`config.mk`:
```
export PLATFORM = sky130hd
export DESIGN_NAME = cbs_conv_scheduler
export DESIGN_NICKNAME = d
export VERILOG_FILES = /design/src/rtl/cbs_pkg.sv /design/src/rtl/cbs_conv_scheduler_valid_pipe.sv /design/src/rtl/cbs_conv_scheduler.sv
export SDC_FILE = /design/constraint.sdc
export NUM_CORES = 1
export LEC_CHECK = 0
export ABC_AREA = 1
export CAP_MARGIN = 0
export CORE_MARGIN = 3
export CORE_UTILIZATION = 55
export CTS_CLUSTER_DIAMETER = 80
export DETAILED_ROUTE_END_ITERATION = 10
export PLACE_DENSITY_LB_ADDON = 0.1
export SLEW_MARGIN = 20
export SYNTH_ARGS = -nofsm -noshare
export SYNTH_HDL_FRONTEND = slang
export SYNTH_HIERARCHICAL = 1
export SYNTH_SLANG_ARGS = --single-unit
export TNS_END_PERCENT = 10
```
`constraint.sdc`:
```
create_clock -name clk -period 5.6 [get_ports clk]
set_input_delay 1.68 -clock clk [delete_from_list [all_inputs] [get_ports clk]]
set_output_delay 1.68 -clock clk [all_outputs]
set_load 0.1 [all_outputs]
```
`src/rtl/cbs_pkg.sv`:
```
// cbs_pkg: shared state encoding and 3x3 tap geometry for the conv scheduler
package cbs_pkg;
  typedef enum logic [2:0] {IDLE, FETCH, DRAIN, ISSUE, DONE} state_t;
  localparam int TAPS = 9;
  // row/col offset of each tap biased by +1: 0 is -1, 1 is 0, 2 is +1
  localparam logic [1:0] TAP_DR [TAPS] = '{2'd0, 2'd0, 2'd0, 2'd1, 2'd1, 2'd1, 2'd2, 2'd2, 2'd2};
  localparam logic [1:0] TAP_DC [TAPS] = '{2'd0, 2'd1, 2'd2, 2'd0, 2'd1, 2'd2, 2'd0, 2'd1, 2'd2};
endpackage

```
`src/rtl/cbs_conv_scheduler_valid_pipe.sv`:
```
// cbs_valid_pipe: delays the {valid, tap, pad} read-slot tag by the memory read latency
module cbs_valid_pipe #(
  parameter int LAT = 1
) (
  input  logic       clk,
  input  logic       reset,
  input  logic [5:0] d,
  output logic [5:0] q
);
  logic [5:0] stage [LAT];
  always_ff @(posedge clk) begin
    if (reset) begin
      for (int i = 0; i < LAT; i++) stage[i] <= '0;
    end else begin
      stage[0] <= d;
      for (int i = 1; i < LAT; i++) stage[i] <= stage[i-1];
    end
  end
  assign q = stage[LAT-1];
endmodule

```
`src/rtl/cbs_conv_scheduler.sv`:
```
// cbs_conv_scheduler: sequences tap reads and window handoff for the 3x3 convolution datapath
module cbs_conv_scheduler
  import cbs_pkg::*;
#(
  parameter int IMG_W    = 640,
  parameter int IMG_H    = 640,
  parameter int NUM_FILT = 24,
  parameter int MEM_LAT  = 1,
  parameter int ADDR_W   = 19,
  parameter int FADDR_W  = 9
) (
  input  logic               clk,
  input  logic               reset,
  input  logic               start,
  output logic               busy,
  output logic               done,
  output logic               img_rd_en,
  output logic [ADDR_W-1:0]  img_addr,
  output logic               filt_rd_en,
  output logic [FADDR_W-1:0] filt_addr,
  output logic               data_valid,
  output logic [3:0]         data_tap,
  output logic               data_pad,
  output logic               win_valid,
  input  logic               conv_ready,
  output logic [14:0]        out_row,
  output logic [14:0]        out_col,
  output logic [4:0]         out_filt
);
  localparam logic [14:0]        COL_LAST  = 15'(IMG_W - 1);
  localparam logic [14:0]        ROW_LAST  = 15'(IMG_H - 1);
  localparam logic [4:0]         FILT_LAST = 5'(NUM_FILT - 1);
  localparam logic [3:0]         TAP_LAST  = 4'(TAPS - 1);
  localparam logic [2:0]         LAT_LAST  = 3'(MEM_LAT - 1);
  localparam logic [ADDR_W-1:0]  W_STEP    = ADDR_W'(IMG_W);
  localparam logic [FADDR_W-1:0] F_STEP    = FADDR_W'(TAPS);

  state_t             state;
  logic [3:0]         tap;
  logic [2:0]         lat_cnt;
  logic [ADDR_W-1:0]  row_base;
  logic [FADDR_W-1:0] filt_base;
  logic [1:0]         dr, dc;
  logic               fetch, pad, last_col, last_row, last_filt;
  logic [ADDR_W-1:0]  row_off, col_off, tap_addr;

  assign fetch     = state == FETCH;
  assign last_col  = out_col == COL_LAST;
  assign last_row  = out_row == ROW_LAST;
  assign last_filt = out_filt == FILT_LAST;
  assign dr        = TAP_DR[tap];
  assign dc        = TAP_DC[tap];
  assign pad       = (dr == 2'd0 && out_row == '0) || (dr == 2'd2 && last_row) ||
                     (dc == 2'd0 && out_col == '0) || (dc == 2'd2 && last_col);
  // modular arithmetic is exact here because padded taps never reach the port
  assign row_off   = dr == 2'd0 ? -W_STEP : dr == 2'd2 ? W_STEP : '0;
  assign col_off   = dc == 2'd0 ? '1 : dc == 2'd2 ? ADDR_W'(1) : '0;
  assign tap_addr  = row_base + row_off + ADDR_W'(out_col) + col_off;

  assign img_rd_en  = fetch && !pad;
  assign img_addr   = img_rd_en ? tap_addr : '0;
  assign filt_rd_en = fetch;
  assign filt_addr  = fetch ? filt_base + FADDR_W'(tap) : '0;
  assign busy       = state inside {FETCH, DRAIN, ISSUE};
  assign done       = state == DONE;
  assign win_valid  = state == ISSUE;

  always_ff @(posedge clk) begin
    if (reset) begin
      state     <= IDLE;
      tap       <= '0;
      lat_cnt   <= '0;
      out_row   <= '0;
      out_col   <= '0;
      out_filt  <= '0;
      row_base  <= '0;
      filt_base <= '0;
    end else begin
      case (state)
        IDLE: begin
          tap   <= '0;
          state <= start ? FETCH : IDLE;
        end
        FETCH: begin
          lat_cnt <= '0;
          tap     <= tap == TAP_LAST ? '0 : tap + 4'd1;
          state   <= tap == TAP_LAST ? DRAIN : FETCH;
        end
        DRAIN: begin
          lat_cnt <= lat_cnt + 3'd1;
          state   <= lat_cnt == LAT_LAST ? ISSUE : DRAIN;
        end
        ISSUE: if (conv_ready) begin
          out_col <= last_col ? '0 : out_col + 15'd1;
          if (last_col) begin
            out_row  <= last_row ? '0 : out_row + 15'd1;
            row_base <= last_row ? '0 : row_base + W_STEP;
          end
          if (last_col && last_row) begin
            out_filt  <= last_filt ? '0 : out_filt + 5'd1;
            filt_base <= last_filt ? '0 : filt_base + F_STEP;
          end
          state <= last_col && last_row && last_filt ? DONE : FETCH;
        end
        default: state <= IDLE;
      endcase
    end
  end

  cbs_valid_pipe #(.LAT(MEM_LAT)) u_pipe (
    .clk   (clk),
    .reset (reset),
    .d     ({fetch, tap, fetch && pad}),
    .q     ({data_valid, data_tap, data_pad})
  );
endmodule

```
==> impl_metrics.py, run 1 <==
metrics = {
    "setup_path": {
        "rrSetupSlack_ns": 3.26,
        "arrival_ns": 3.90,
        "crit_required_ns": 3.92,
        "path_class": "flip-flop to output pin",
        "crit_start": "tap[0]",
        "cp-endpoint": "img_addr[15]",
        "slowest_stage": "fa_1",
        "worst_setup_path_start_kind": "flip-flop",
        "reg2reg_depth": 7,
        "crit_path_frequent_cell": "nand2_1",
        "r2r-start": "state[1]",
        "cpPeakStageDelay_ns": 0.51,
        "worstPathCellList": "buf_4 > ha_4 > nor2_4 > buf_4 > nand2_4 > fa_1 > fa_1 > inv_1 > ha_1 > a21oi_1 > o21ai_0 > a21oi_1 > nand2_1 > nand2_1 > nand2_1 > nor2_2 > buf_12",
        "path_max_fanout": 5,
        "end_kind": "output pin",
        "worstReg2RegEnd": "out_row[0]",
    },
    "grt": {
        "grt_pass1_vias": 5859,
        "grt_pass1_wl_um": 27010,
        "grt_overflow": 0,
        "grt_usage": 0.2547,
        "antenna_found_initial": 0,
        "grt_max_degree": 54,
    },
    "synthesis": {
        "syn_inst": 955,
        "synth_ff_type": "dfxtp_1",
        "async_flop_share": 0,
        "ys_types": 38,
        "yosysTopAreaCell": "dfxtp_1",
        "synth_top_area_share": 0.2331,
        "synth.avg_cell_area_um2": 6.475,
        "ys_warn_count": 6,
        "synth_area_mm2": 0.006183,
        "yosysMostFrequentCell": "nand2_1",
        "seq_area_frac_synth": 0.2331,
        "synth_common_cells": "234 x nand2_1, 135 x inv_1, 131 x nor2_1",
        "synthTopCellsByArea": "dfxtp_1 23%, nand2_1 14%, ha_1 9.9%, inv_1 8.2%, nor2_1 8.0%",
        "synth-seq-cells": 72,
        "synth_fp_nets": 1029,
        "synth-edff-count": 0,
    },
    "die": {
        "row_count": 38,
        "die_area_mm2": 0.01255,
        "core_mm2": 0.01094,
        "die_x_um": 112.0,
        "initial_core_util": 0.5654,
        "die_h_um": 112.0,
        "ios": 78,
    },
    "final_layout": {
        "fin_nets": 1119,
        "syn_to_final_growth_pct": 27.28,
        "diodes": 0,
        "multi_input_area_mm2": 0.004288,
        "final_util": 0.7197,
        "fillCellCount": 896,
        "drive_gt1_frac": 0.1152,
        "final_area_mm2": 0.007870,
        "seqCellArea_mm2": 0.001441,
    },
    "routing": {
        "drt_iter0_drc": 525,
        "num_vias": 6502,
        "detail_route.vias_per_cell": 5.464,
        "met3_wirelength_um": 907,
        "maxUsedRoutingLayer": "met4",
        "drc": 0,
        "drtPass1Iterations": 6,
        "post_drt_wl_per_cell_um": 13.96,
        "routed_wl_um": 16610,
        "wl_met2_um": 7997,
        "ant_nets": 0,
        "wl_met1_um": 7403,
    },
    "timing": {
        "worst_pin_slew_ns": 1.002,
        "fmax_mhz": 179.1,
        "hold_violations": 0,
        "rsz0062_at_grt": "true",
        "fin_ws_ns": 0.01611,
        "maxSlewViolCount": 0,
        "fin_crit_ns": 5.584,
        "fin_crit_sh": 0.9971,
        "maxSlewHeadroom": 0.3297,
        "finalSetupViolCount": 0,
        "skew_ns": 0.008548,
    },
    "placed_design": {
        "place_area_mm2": 0.007287,
        "port_buffers": 77,
        "place_ws_ns": -0.02948,
        "place_hpwl_um": 12100,
        "gp_congestion": 0.9300,
    },
    "power": {
        "total_leakage_power_nw": 3.437,
        "pwr_density_cell_mw_per_mm2": 190.6,
        "power_frac_clock": 0.433,
        "p_total_mw": 1.500,
        "share_seq_of_total_power": 0.345,
        "p_switching_mw": 0.4342,
        "power_frac_comb": 0.223,
        "swShare": 0.2895,
        "p_int_mw": 1.066,
        "ir_worst_vdd_mv": 0.1958,
    },
    "min_path": {
        "hold_path.class": "flip-flop to flip-flop",
    },
    "cts": {
        "ctsHtreeMaxLevel": 3,
        "cts-buffers-inserted": 9,
        "ctsLongestPathBuffers": 2,
        "cts_tree": "yes",
        "root_buffer": "clkbuf_16",
        "cts.sinks": 72,
        "clkTransAtPathRegs_ns": 0.06,
        "hold_buffers": 0,
        "clock_latency_ns": 0.34,
    },
    "run_status": {
        "outcome": "finished clean",
    },
    "job": {
        "drv_cap": 0,
    },
}
## timing repair
action | in CTS | in global routing
cloned | 0 | 1
resized for setup | 7 | 25
setup endpoints to repair | 13 | 11
endpoints found under the hold margin | 0 | 0
pin swaps | 0 | 9
buffers inserted | 0 | 9
## placed cells by master (no fill, tap or decap), drive strengths merged, types with 4 or more instances in the layout
master and count:
nand3b 9, nand2 241, o21ai 21, ha 49, dfxtp 72, a21oi 75, fa 21, inv 141
buf 47, nor3 23, clkbuf 12, xnor2 9, nand4 29, xor2 17, or2 4, nor2 137
nand3 75, clkdlybuf4s50 49
## worst max-delay path: cells and delay by family (launching register included)
kind	cells	cell delay, ns
compound gates	3	0.57
fa+ha+maj	4	1.52
buf+inv	4	0.57
flops	1	0.31
simple gates	6	0.62
## metrics by stage
step	cells	setup TNS (ns)	hold slack, ns
CTS	1180	0	0.4548
global placement	1164	0	0.4476
global route	1190	-0.1985	0.4886
detailed placement	1164	-0.04666	0.4504
floorplan	955	-2.573	0.4172
finish	1190	0	0.4535
## how the worst min path moves through the flow
stage,cells after the start,endpoint,from
after CTS,1,lat_cnt[2],lat_cnt[2]
after floorplan,2,u_pipe/stage[0][3],tap[2]
after global routing,1,lat_cnt[2],lat_cnt[2]
after global placement,1,lat_cnt[2],lat_cnt[2]
after detailed placement,1,lat_cnt[2],lat_cnt[2]
final,1,lat_cnt[2],lat_cnt[2]
## power groups by stage
stage                     sequential [mW]  combinational, mW  clock (mW)
after floorplan                     0.539              0.222           0
after global placement              0.528              0.295           0
after detailed placement            0.528              0.298           0
after CTS                           0.517              0.302       0.659
after global routing                0.517              0.369       0.676
final                               0.517              0.334       0.649
## logic make-up (layout without fill, tap and decap cells)
kind of cell,after synthesis,in the layout,share of synthesized area
buf+inv,159,253,0.1036
simple gates,521,522,0.3689
fa+ha+maj,70,70,0.1671
compound gates,107,107,0.09045
flops,72,72,0.2331
xor+xnor,26,26,0.03683
## state kept, by name (all words and copies together) (netlist names)
register      count
row_base         12
lat_cnt           3
u_pipe/stage      6
filt_base         9
out_filt          5
tap               4
out_col          15
out_row          15
state             3
## area by class of cell
type	instances	area share
tap	140	0.02226
clock buffer	12	0.03386
sequential	72	0.1831
multi-input combinational	725	0.5448
clock inverter	4	0.009380
inverter	141	0.06741
timing repair buffer	96	0.1391
## per-layer routing
metal  global-route usage  vias up
met5                    0        -
met3              0.04852       28
met2               0.4245      205
met1               0.3407     3015
met4              0.06971        0
li1                     -     3254
Power figures use the tool's default switching activity.
==> run 2, diff against run 1 <==
- CTS_CLUSTER_DIAMETER: 80 -> unset
==> results of run 2 <==
Same layout as run 1: the final DEF is identical, and so are final timing and power.
